File: config.mk
export PLATFORM = sky130hd
export DESIGN_NAME = tm1638_responder
export DESIGN_NICKNAME = d
export VERILOG_FILES = /design/src/rtl/tm1638_responder.sv
export SDC_FILE = /design/constraint.sdc
export NUM_CORES = 1
export LEC_CHECK = 0
export ABC_AREA = 1
export CAP_MARGIN = 20
export CORE_MARGIN = 2
export CORE_UTILIZATION = 30
export DETAILED_ROUTE_END_ITERATION = 8
export DONT_BUFFER_PORTS = 1
export PLACE_DENSITY = 0.5
export SYNTH_ARGS = -nofsm -noshare
export SYNTH_HDL_FRONTEND = slang
export SYNTH_SLANG_ARGS = --single-unit
File: constraint.sdc
create_clock -name clk -period 3.52 [get_ports clk]
set_input_delay 0.176 -clock clk [delete_from_list [all_inputs] [get_ports clk]]
set_output_delay 0.176 -clock clk [all_outputs]
set_load 0.05 [all_outputs]
File: src/rtl/tm1638_responder.sv
// Target side of the TM1638 LED&KEY link: oversamples STB/CLK/DIO, decodes
// commands into a 16-byte display RAM and shifts key-scan bytes back on reads.
module tm1638_responder #(
  parameter int SYNC_STAGES = 2
) (
  input  logic        clk,
  input  logic        rst_n,
  input  logic        lk_clk,
  input  logic        lk_stb,
  input  logic        lk_dio_i,
  output logic        lk_dio_o,
  output logic        lk_dio_oe,
  input  logic [31:0] keys,
  input  logic [3:0]  disp_addr,
  output logic [7:0]  disp_data,
  output logic        disp_on,
  output logic [2:0]  brightness,
  output logic        frame_done,
  output logic        cmd_err
);

  typedef enum logic [2:0] {IDLE, CMD, WDATA, RDATA, HOLD} state_t;

  state_t state, state_nx;

  logic [SYNC_STAGES-1:0] clk_sync, stb_sync, dio_sync;
  logic clk_q, stb_q;
  logic clk_s, stb_s, dio_s;
  logic clk_rise, clk_fall, stb_rise, stb_fall;

  logic [4:0]  bit_cnt;
  logic [6:0]  shreg;
  logic [7:0]  byte_in;
  logic        byte_done;
  logic        got_byte;
  logic [3:0]  addr_ptr;
  logic        fixed_mode;
  logic [31:0] key_sr;
  logic [7:0]  ram [16];

  // STB synchroniser resets low so a reset inside a frame never produces a
  // falling edge; decoding resumes only after STB rises and falls again.
  always_ff @(posedge clk or negedge rst_n) begin
    if (!rst_n) begin
      clk_sync <= '1;
      stb_sync <= '0;
      dio_sync <= '1;
      clk_q    <= 1'b1;
      stb_q    <= 1'b0;
    end else begin
      clk_sync <= {clk_sync[SYNC_STAGES-2:0], lk_clk};
      stb_sync <= {stb_sync[SYNC_STAGES-2:0], lk_stb};
      dio_sync <= {dio_sync[SYNC_STAGES-2:0], lk_dio_i};
      clk_q    <= clk_s;
      stb_q    <= stb_s;
    end
  end

  assign clk_s    = clk_sync[SYNC_STAGES-1];
  assign stb_s    = stb_sync[SYNC_STAGES-1];
  assign dio_s    = dio_sync[SYNC_STAGES-1];
  assign clk_rise = clk_s & ~clk_q;
  assign clk_fall = ~clk_s & clk_q;
  assign stb_rise = stb_s & ~stb_q;
  assign stb_fall = ~stb_s & stb_q;

  assign byte_in   = {dio_s, shreg};
  assign byte_done = clk_rise && (bit_cnt[2:0] == 3'd7) &&
                     ((state == CMD) || (state == WDATA));

  always_ff @(posedge clk or negedge rst_n) begin
    if (!rst_n) state <= IDLE;
    else        state <= state_nx;
  end

  always_comb begin
    state_nx = state;
    if (stb_rise) begin
      state_nx = IDLE;
    end else begin
      case (state)
        IDLE:  if (stb_fall) state_nx = CMD;
        CMD: begin
          if (byte_done) begin
            case (byte_in[7:6])
              2'b01:   state_nx = byte_in[1] ? RDATA : HOLD;
              2'b11:   state_nx = WDATA;
              default: state_nx = HOLD;
            endcase
          end
        end
        RDATA: if (clk_rise && (bit_cnt == 5'd31)) state_nx = HOLD;
        default: state_nx = state;
      endcase
    end
  end

  always_ff @(posedge clk or negedge rst_n) begin
    if (!rst_n) begin
      bit_cnt    <= '0;
      shreg      <= '0;
      got_byte   <= 1'b0;
      addr_ptr   <= '0;
      fixed_mode <= 1'b0;
      key_sr     <= '0;
      disp_on    <= 1'b0;
      brightness <= '0;
      lk_dio_o   <= 1'b1;
      lk_dio_oe  <= 1'b0;
      frame_done <= 1'b0;
      cmd_err    <= 1'b0;
      for (int i = 0; i < 16; i++) ram[i] <= '0;
    end else begin
      frame_done <= stb_rise && got_byte;
      cmd_err    <= 1'b0;
      if (stb_rise) begin
        bit_cnt   <= '0;
        got_byte  <= 1'b0;
        lk_dio_oe <= 1'b0;
        lk_dio_o  <= 1'b1;
      end else begin
        if ((state == IDLE) && stb_fall) begin
          bit_cnt  <= '0;
          got_byte <= 1'b0;
        end
        if (((state == CMD) || (state == WDATA)) && clk_rise) begin
          shreg   <= byte_in[7:1];
          bit_cnt <= bit_cnt + 5'd1;
          if (byte_done) begin
            got_byte <= 1'b1;
            bit_cnt  <= '0;
            if (state == WDATA) begin
              ram[addr_ptr] <= byte_in;
              if (!fixed_mode) addr_ptr <= addr_ptr + 4'd1;
            end else begin
              case (byte_in[7:6])
                2'b01: begin
                  fixed_mode <= byte_in[2];
                  if (byte_in[1]) begin
                    key_sr    <= keys;
                    lk_dio_oe <= 1'b1;
                  end
                end
                2'b11: addr_ptr <= byte_in[3:0];
                2'b10: begin
                  disp_on    <= byte_in[3];
                  brightness <= byte_in[2:0];
                end
                default: cmd_err <= 1'b1;
              endcase
            end
          end
        end
        if (state == RDATA) begin
          if (clk_fall) begin
            lk_dio_o <= key_sr[0];
            key_sr   <= {1'b1, key_sr[31:1]};
          end
          if (clk_rise) begin
            bit_cnt <= bit_cnt + 5'd1;
            if (bit_cnt == 5'd31) begin
              lk_dio_oe <= 1'b0;
              lk_dio_o  <= 1'b1;
            end
          end
        end
      end
    end
  end

  assign disp_data = ram[disp_addr];

endmodule
After elaboration in Yosys (flattened, before gate mapping)
Index checks and enable logic that the tools add are counted.
- output and inout port bits: 16
- input bits: 41
- bits in registers: 197
- equal/unequal tests: 12
- reductions and logical operators: 19
- order comparisons: 3
- mux-type cells: 52
- add/sub/neg operators: 2
- bitwise logic cells: 12
- operators by type and width (kind ; number):
    $mux 32 ; 7
    $bwmux 128 ; 1
    $bmux 8 s4 ; 1
    $demux 8 s4 ; 1
    $mux 5 ; 6
    $mux 8 ; 3
    $mux 1 ; 23
    $mux 3 ; 5
    $reduce_and 5->1 ; 3
    $mux 4 ; 3
    $ge 5x5->1 const B ; 2
    $not 4->5 ; 2
    $ne 3x3->1 const B ; 3
    $pmux 3 s3 ; 1
    $reduce_and 4->1 ; 2
    $logic_and 1x1->1 ; 7
    $eq 3x2->1 const B ; 2
    $not 1->1 ; 6
    $pmux 3 s2 ; 1
    $add 5x1->5 const B ; 1
    $eq 5x5->1 const B ; 1
    $lt 5x1->1 const B ; 1
    $add 4x1->4 const B ; 1
    $and 1x1->1 ; 4
    11 further kinds ; 13

Logic depth before layout (Yosys ltp)
Gate-level depths: netlist of run 1.
- depth in word-level cells: 10
- gate-level depth with buffers: 11
- gate-level depth less buffers: 11

Least setup slack after synthesis of run 1
No wires, ideal clock.
- kind: flip-flop to flip-flop
- from: register stb_sync[1]
- to: register ram[29] (netlist name)
- path slack: 1720 ps
- arrival: 1668 ps
- period minus slack after synthesis: 1800 ps
- cell stages (with the launch flop): 10
- setup time: 132 ps
- buffers on the path: 2
- cell sequence: dfrtp_1 -> ha_1 -> buf_2 -> clkinv_1 -> nand4_4 -> nor2_8 -> nand2_4 -> buf_2 -> nand2_1 -> o21ai_1
- longest elaborated chain between the ends: 3
- RTL lines (item ; line ; RTL):
    from (decl) ; 26 ; logic [SYNC_STAGES-1:0] clk_sync, stb_sync, dio_sync;
    from (signal assigned) ; 52 ; stb_sync <= {stb_sync[SYNC_STAGES-2:0], lk_stb};
    $and 1x1->1 ; 64 ; assign stb_rise = stb_s & ~stb_q;
    net stb_rise ; 29 ; logic clk_rise, clk_fall, stb_rise, stb_fall;
    $not 1->1 (no line) ; n/a ;
    $reduce_and 4->1 (no line) ; n/a ;
    to (signal, indexed assignment) ; 133 ; ram[addr_ptr] <= byte_in;
    to (decl) ; 39 ; logic [7:0] ram [16];
The timed path passes the listed nets, and every way through them passes these cells.
A chain may end at the register's enable or synchronous reset.

Final worst setup path of run 1
- from: register dio_sync[1]
- to: register key_sr[5]
- longest elaborated chain between the ends: 7
- RTL lines (item ; line ; RTL):
    from (decl) ; 26 ;
    from (signal assigned) ; 53 ; dio_sync <= {dio_sync[SYNC_STAGES-2:0], lk_dio_i};
    $eq 2x1->1 * ; 136 ; case (byte_in[7:6])
    $mux 32 * ; 136 ;
    $mux 32 * ; 132 ; if (state == WDATA) begin
    $mux 32 * ; 129 ; if (byte_done) begin
    $mux 32 * ; 126 ; if (((state == CMD) || (state == WDATA)) && clk_rise) begin
    $mux 32 ; 155 ; if (clk_fall) begin
    $mux 32 * ; 154 ; if (state == RDATA) begin
    to (signal assigned) ; 140 ; key_sr <= keys;
    to (signal assigned) ; 157 ; key_sr <= {1'b1, key_sr[31:1]};
    to (decl) ; 38 ; logic [31:0] key_sr;
Mark *: on every way between the ends. The rest lies on a longest branch, timed or not.

==> results of run 1 <==
-- worst max-delay path: stages, from the launching register on --
cell                      delay [ns]
sky130_fd_sc_hd__dfstp_2        0.40
sky130_fd_sc_hd__inv_1          0.43
sky130_fd_sc_hd__nand3_1        0.24
sky130_fd_sc_hd__nor2_2         0.15
sky130_fd_sc_hd__buf_4          0.32
sky130_fd_sc_hd__nand3_2        0.09
sky130_fd_sc_hd__buf_4          0.26
sky130_fd_sc_hd__nand2_1        0.10
sky130_fd_sc_hd__nand3_1        0.06
sky130_fd_sc_hd__nand2_1        0.08
sky130_fd_sc_hd__nand2_1        0.05
-- worst min path at each step --
stage / from / endpoint / slack [ns] / depth (start not counted)
finish: rst_n / ram[77]$_DFFE_PN0P_ / -0.57 / 0
global route: rst_n / ram[77]$_DFFE_PN0P_ / -0.59 / 0
CTS: rst_n / ram[102]$_DFFE_PN0P_ / -0.59 / 0
detailed placement: rst_n / ram[69]$_DFFE_PN0P_ / -0.11 / 0
global placement: rst_n / ram[69]$_DFFE_PN0P_ / -0.11 / 0
floorplan: rst_n / addr_ptr[0]$_DFFE_PN0P_ / -0.12 / 0
-- state kept, by name, indices dropped and copies added (netlist names) --
name / count
cmd_err: 1
got_byte: 1
clk_q: 1
shreg: 7
bit_cnt: 5
stb_sync: 2
stb_q: 1
addr_ptr: 4
frame_done: 1
clk_sync: 2
brightness: 3
state: 3
lk_dio_o: 1
ram: 128
dio_sync: 2
fixed_mode: 1
lk_dio_oe: 1
key_sr: 32
disp_on: 1
-- metrics by stage --
stage                     cells  cell area [µm²]  setup slack [ns]  hold WS [ns]  power (W)
final                      1658            10700              1.21        -0.569    0.00555
after global routing       1658            10700             0.942        -0.593    0.00587
after CTS                  1658            10700              1.19        -0.590    0.00562
after detailed placement   1617            10100              1.20        -0.113    0.00370
after global placement     1617            10100              1.22        -0.111    0.00368
after floorplan            1248             9850              1.72        -0.120    0.00347
-- power breakdown --
part           switching (W)  total [W]  internal, W
combinational       0.000652   0.000924     0.000272
clock               0.000953    0.00190     0.000944
sequential          0.000238    0.00273      0.00249
total                0.00184    0.00555      0.00371
-- per-layer routing --
metal,wire (µm),up-vias
met3,1060,16
met4,191,0
met1,12800,3738
li1,-,3976
met2,11000,100
met5,0,-
-- cells in the final DEF (no fill, tap or decap), drive strengths merged, types with 4 or more instances in the layout --
master | synthesis | routed
nand2 | 382 | 382
o21ai | 218 | 218
dfrtp | 191 | 191
inv | 132 | 139
nand3 | 101 | 101
a21oi | 42 | 42
nand4 | 34 | 34
o211ai | 25 | 25
nor2 | 19 | 19
clkbuf | 45 | 18
ha | 9 | 9
dlygate4sd3 | 0 | 9
buf | 35 | 7
dfstp | 6 | 6
clkinvlp | 0 | 4
clkinv | 1 | 4
-- cell type report --
class	instances	area, µm²
clock inverter	14	115
timing repair buffer	16	143
fill	3497	21700
inverter	133	499
sequential	197	4940
multi-input combinational	838	4030
tap	442	553
clock buffer	18	439
-- cell families after synthesis --
| family | count (synthesis) | share of synthesized area (%) |
|---|---|---|
| compound gates | 287 | 15.3 |
| simple gates | 539 | 24.2 |
| buf+inv | 213 | 9.05 |
| mux | 1 | 0.102 |
| xor+xnor | 2 | 0.178 |
| fa+ha+maj | 9 | 1.14 |
| flops | 197 | 50.1 |
==> flow_summary_export.csv, run 1 <==
group,metric,value,unit
worst_hold_path,timing.hold.worst.class,"in2async",
worst_setup_path,startpoint_type,"flip-flop",
routing,route.vias.total,7830,
clock_tree,post-cts-setup-buffer-count,0,
clock_tree,cts.sink_count,197,
sta,finalWorstPathRequiredPeriod,2.31,ns
worst_setup_path,crit_type,"reg2reg",
routing,first_iter_violations,624,
floorplan,ios,57,
sta,finalSetupViolCount,0,
worst_setup_path,ff2ff_path_depth,10,
placed_design,port_buffers,0,
clock_tree,ctsHoldBuffers,9,
routing,per_cell_routed_wire_length,15.1,µm
placed_design,post-dp-hpwl,14.6,mm
clock_tree,level_count_of_the_clock_h_tree,4,
global_routing,grt_start_max_net_pins,198,
yosys,synth_enable_flop_cells,0,
clock_tree,clock_latency,0.44,ns
final_layout,post-route-util,33.0,%
global_routing,grt_usage,15.1,%
global_routing,met2_track_utilization_from_global_routing,23.4,%
clock_tree,clock_pin_slew_on_the_worst_setup_and_hold_paths,0.08,ns
worst_setup_path,crit_required,3.84,ns
yosys,synth_top_area_share,48.5,%
worst_setup_path,worst_setup_path_end_kind,"flip-flop",
placed_design,finalWeightedCongestion,0.737,
final_layout,area.growth.synth_to_final,8.75,%
final_layout,num-nets-final,1253,
sta,hold_slack,-0.569,ns
global_routing,grt_first_pass_wirelength,40.6,mm
global_routing,first_global_vias,7451,
worst_setup_path,worst_setup_path_startpoint,"dio_sync[1]$_DFF_PN1_",
run_status,violations,"hold timing",
floorplan,fp.coreArea,32500,µm²
power,power.leakage,4.79,nW
routing,drc_markers,0,
sta,timing_worst_slew_pin_value,0.826,ns
yosys,ys_warn_count,0,
floorplan,std_cell_rows,66,
yosys,synth.largest_area_cell,"sky130_fd_sc_hd__dfrtp_1",
routing,drt-pass1-iter-count,6,
power,ir_drop,0.000356,V
clock_tree,cts_buffer_depth,2,
global_routing,grt_most_used_layer,"met2",
routing,final_antenna_net_count,0,
worst_setup_path,crit_fanout,34,
sta,rsz_0062_raised_after_global_routing,"false",
clock_tree,tritoncts,"built",
clock_tree,tritoncts_buffers,17,
yosys,synth.most_common_cell,"sky130_fd_sc_hd__nand2_1",
floorplan,design.die.area,34300,µm²
sta,max_slew_headroom,44.9,%
global_routing,gr-usage-met3,3.60,%
final_layout,drive_above_1_share,6.33,%
sta,finalMaxSlewViolations,0,
yosys,ys_seq_elements,197,
clock_tree,postCtsResizedCells,0,
sta,tns,0,ns
yosys,yosysSeqAreaShare,50.1,%
yosys,synthesis.instances,1248,
yosys,async_flop_share,100,%
yosys,mappedNetlistNets,1298,
worst_setup_path,worst_ep_arrival_time,2.63,ns
global_routing,grt_overflow,0,
floorplan,initial_utilization,30.4,%
job,maxCapViolCount,0,
yosys,synth.area.top_cells,"sky130_fd_sc_hd__dfrtp_1, sky130_fd_sc_hd__nand2_1, sky130_fd_sc_hd__o21ai_1",
yosys,postSynth.topFlopCell,"sky130_fd_sc_hd__dfrtp_1",
power,power_per_cell_area,518,nW/µm²
final_layout,n_antenna_cell,0,
floorplan,chipHeight,185,µm
global_routing,globalRouteMet1Util,21.4,%
yosys,post_synthesis_cell_area,9850,µm²
yosys,distinct_cells_synth,30,
run_status,outcome,"finished with violations",
sta,highest_clock_frequency_the_design_can_meet,0.433,GHz
clock_tree,root_buffer,"sky130_fd_sc_hd__clkbuf_16",
sta,timing_hold_violations_final,197,
worst_setup_path,timing.critical_path.to,"key_sr[5]$_DFFE_PN0N_",
sta,min_period_over_period,65.6,%
yosys,ys_top_cells_by_count,"sky130_fd_sc_hd__nand2_1, sky130_fd_sc_hd__dfrtp_1, sky130_fd_sc_hd__inv_1, sky130_fd_sc_hd__o21ai_1, sky130_fd_sc_hd__o21ai_0",
yosys,postSynthAreaPerCell,7.90,µm²
sta,final.setup_skew,0.0136,ns
worst_setup_path,reg2reg_from,"dio_sync[1]$_DFF_PN1_",
floorplan,floorplan.die.width,185,µm
worst_setup_path,reg2reg_to,"key_sr[5]$_DFFE_PN0N_",
routing,routed_via_density,4.72,
worst_setup_path,setup.reg_to_reg.worst_slack,1.21,ns
global_routing,antenna_found_initial,0,
routing,drt_wl_total,25.0,mm
Power figures use the tool's default switching activity.
==> inputs of run 2 (changes only) <==
clock period = 2.2 ns   (was 3.52 ns; I/O delays follow)
==> run 2 against run 1 <==
Effect of this change:
- the flow still finishes with violations (hold timing)
- sequential share of layout area is 1.4 points lower
- global-route usage increased by 0.30 points
- clock-buffer cell count grew 1
- hold slack worse by 0.062 ns
- combinational power up 69%
- setup slack worse by 0.94 ns
- utilization rose by 1.0 points
- register-to-register slack got worse by 0.94 ns
- fmax up 19%
- sequential power rose by 60%
- critical path type unchanged
==> flow_summary_export.csv, run 2 (synthesis results as in run 1) <==
group,metric,value,unit
sta,finalWorstPathRequiredPeriod,1.93,ns
power,p_int,0.00606,W
worst_setup_path,reg2reg_to,"ram[74]$_DFFE_PN0P_",
run_status,outcome,"finished with violations",
sta,final.setup_skew,0.0106,ns
power,p_seq_share,48.6,%
power,combPwrFrac,17.4,%
routing,route.vias.total,7933,
clock_tree,clock_pin_slew_on_the_worst_setup_and_hold_paths,0.07,ns
worst_hold_path,timing.hold.worst.class,"in2async",
sta,rsz_0062_raised_after_global_routing,"false",
worst_setup_path,worst_setup_path_startpoint,"bit_cnt[0]$_DFF_PN0_",
power,share_clk_of_total_power,34.0,%
run_status,violations,"hold timing",
final_layout,largest_register,"ram",
sta,highest_clock_frequency_the_design_can_meet,0.517,GHz
power,switching_fraction,32.6,%
final_layout,n_antenna_cell,0,
job,maxCapViolCount,0,
floorplan,chipHeight,185,µm
worst_setup_path,ff2ff_path_depth,7,
final_layout,fin_cells,1690,
power,p_sw,0.00293,W
floorplan,std_cell_rows,66,
power,power.leakage,4.95,nW
clock_tree,postCtsResizedCells,0,
global_routing,grt_overflow,0,
placed_design,finalWeightedCongestion,0.740,
global_routing,antenna_found_initial,0,
final_layout,drive_above_1_share,6.57,%
routing,drt_wl_total,24.7,mm
routing,final_antenna_net_count,0,
placed_design,post-dp-hpwl,14.8,mm
floorplan,design.die.area,34300,µm²
routing,per_cell_routed_wire_length,14.6,µm
placed_design,dp.cells,1624,
sta,timing_hold_violations_final,197,
global_routing,grt_start_max_net_pins,198,
clock_tree,cts_buffer_depth,2,
sta,min_period_over_period,87.9,%
clock_tree,cts.sink_count,197,
final_layout,mostFrequentLayoutCells,"sky130_fd_sc_hd__nand2_1, sky130_fd_sc_hd__dfrtp_1, sky130_fd_sc_hd__inv_1, sky130_fd_sc_hd__o21ai_1, sky130_fd_sc_hd__o21ai_0",
global_routing,first_global_vias,7755,
routing,drc_markers,0,
sta,timing_worst_slew_pin_value,0.712,ns
placed_design,port_buffers,0,
final_layout,area.growth.synth_to_final,12.1,%
sta,finalMaxSlewViolations,0,
clock_tree,post-cts-setup-buffer-count,0,
worst_setup_path,crit_fanout,16,
floorplan,ios,57,
placed_design,postPlaceCellArea,10100,µm²
clock_tree,tritoncts_buffers,17,
global_routing,grt_first_pass_wirelength,41.8,mm
power,totalPowerFinal,0.00898,W
sta,hold_slack,-0.630,ns
final_layout,biggestRegsByFlops,"ram x128, key_sr x32, shreg x7",
global_routing,grt_usage,15.4,%
clock_tree,clock_latency,0.44,ns
power,power_per_cell_area,813,nW/µm²
worst_setup_path,worst_setup_path_end_kind,"flip-flop",
clock_tree,ctsHoldBuffers,34,
routing,drt-pass1-iter-count,5,
floorplan,floorplan.die.width,185,µm
routing,routed_via_density,4.69,
sta,finalSetupViolCount,0,
final_layout,leading_cell_type_in_the_layout_fill_and_taps_excluded,"sky130_fd_sc_hd__nand2_1",
worst_setup_path,crit_type,"reg2reg",
floorplan,fp.coreArea,32500,µm²
final_layout,num-nets-final,1285,
clock_tree,level_count_of_the_clock_h_tree,4,
final_layout,design_area,11000,µm²
floorplan,initial_utilization,30.4,%
worst_setup_path,reg2reg_from,"bit_cnt[0]$_DFF_PN0_",
final_layout,largest_register_ff_count,128,
clock_tree,root_buffer,"sky130_fd_sc_hd__clkbuf_16",
worst_setup_path,timing.critical_path.to,"ram[74]$_DFFE_PN0P_",
sta,tns,0,ns
worst_setup_path,setup.reg_to_reg.worst_slack,0.27,ns
worst_setup_path,crit_required,2.50,ns
worst_setup_path,worst_ep_arrival_time,2.23,ns
sta,max_slew_headroom,52.4,%
power,ir_drop,0.000551,V
routing,first_iter_violations,618,
clock_tree,tritoncts,"built",
worst_setup_path,startpoint_type,"flip-flop",
-- run 2: cell types whose count changed in the layout (fill, tap and decap cells not counted), moves of 2 or more --
| cell | before | now |
|---|---|---|
| sky130_fd_sc_hd__clkinv_4 | 1 | 3 |
| sky130_fd_sc_hd__buf_12 | 0 | 2 |
| sky130_fd_sc_hd__clkbuf_1 | 0 | 2 |
| sky130_fd_sc_hd__inv_8 | 2 | 0 |
| sky130_fd_sc_hd__dlygate4sd3_1 | 9 | 34 |
| sky130_fd_sc_hd__buf_4 | 7 | 12 |
-- run 2: cell type report --
| cell class | count | area (µm²) |
|---|---|---|
| fill | 3497 | 21400 |
| multi-input combinational | 838 | 4030 |
| inverter | 133 | 499 |
| tap | 442 | 553 |
| sequential | 197 | 4940 |
| clock buffer | 19 | 433 |
| timing repair buffer | 48 | 470 |
| clock inverter | 13 | 124 |
-- run 2: per-stage QoR --
stage	utilization [%]	setup WS, ns
2_1_floorplan	-	0.400
3_3_place_gp	31.3	0.252
3_5_place_dp	31.3	0.261
4_1_cts	34.0	0.247
5_1_grt	34.0	0.0562
6_report	34.0	0.267
-- run 2: how the worst min path moves through the flow --
stage                from                 endpoint  slack (ns)  cells past startpoint
global placement    rst_n      ram[69]$_DFFE_PN0P_       -0.18                      0
global route        rst_n      ram[85]$_DFFE_PN0P_       -0.66                      0
finish              rst_n      ram[85]$_DFFE_PN0P_       -0.63                      0
CTS                 rst_n     ram[111]$_DFFE_PN0P_       -0.66                      0
detailed placement  rst_n      ram[85]$_DFFE_PN0P_       -0.18                      0
floorplan           rst_n  addr_ptr[0]$_DFFE_PN0P_       -0.19                      0
-- run 2: power by group through the flow --
| stage | Combinational [W] | Sequential (W) | Clock, W |
|---|---|---|---|
| finish | 0.00156 | 0.00437 | 0.00306 |
| global route | 0.00182 | 0.00443 | 0.00331 |
| global placement | 0.00150 | 0.00443 | 0 |
| floorplan | 0.00126 | 0.00429 | 0 |
| CTS | 0.00157 | 0.00437 | 0.00316 |
| detailed placement | 0.00152 | 0.00443 | 0 |
-- run 2: worst max-delay path: stages, from the launching register on --
cell and delay [ns]:
sky130_fd_sc_hd__dfrtp_1 0.39, sky130_fd_sc_hd__ha_1 0.18, sky130_fd_sc_hd__ha_1 0.24, sky130_fd_sc_hd__nand4_4 0.29, sky130_fd_sc_hd__nor2_4 0.26, sky130_fd_sc_hd__nand2_2 0.23, sky130_fd_sc_hd__nand2_1 0.14, sky130_fd_sc_hd__o21ai_1 0.07
-- run 2: metal layers --
layer  vias up  routed length [µm]  track usage (%)
met5         -                   0                0
met3        16                 868             2.85
met1      3771               12700             22.1
met4         0                 253             3.43
li1       4041                   -                -
met2       105               10900             24.0
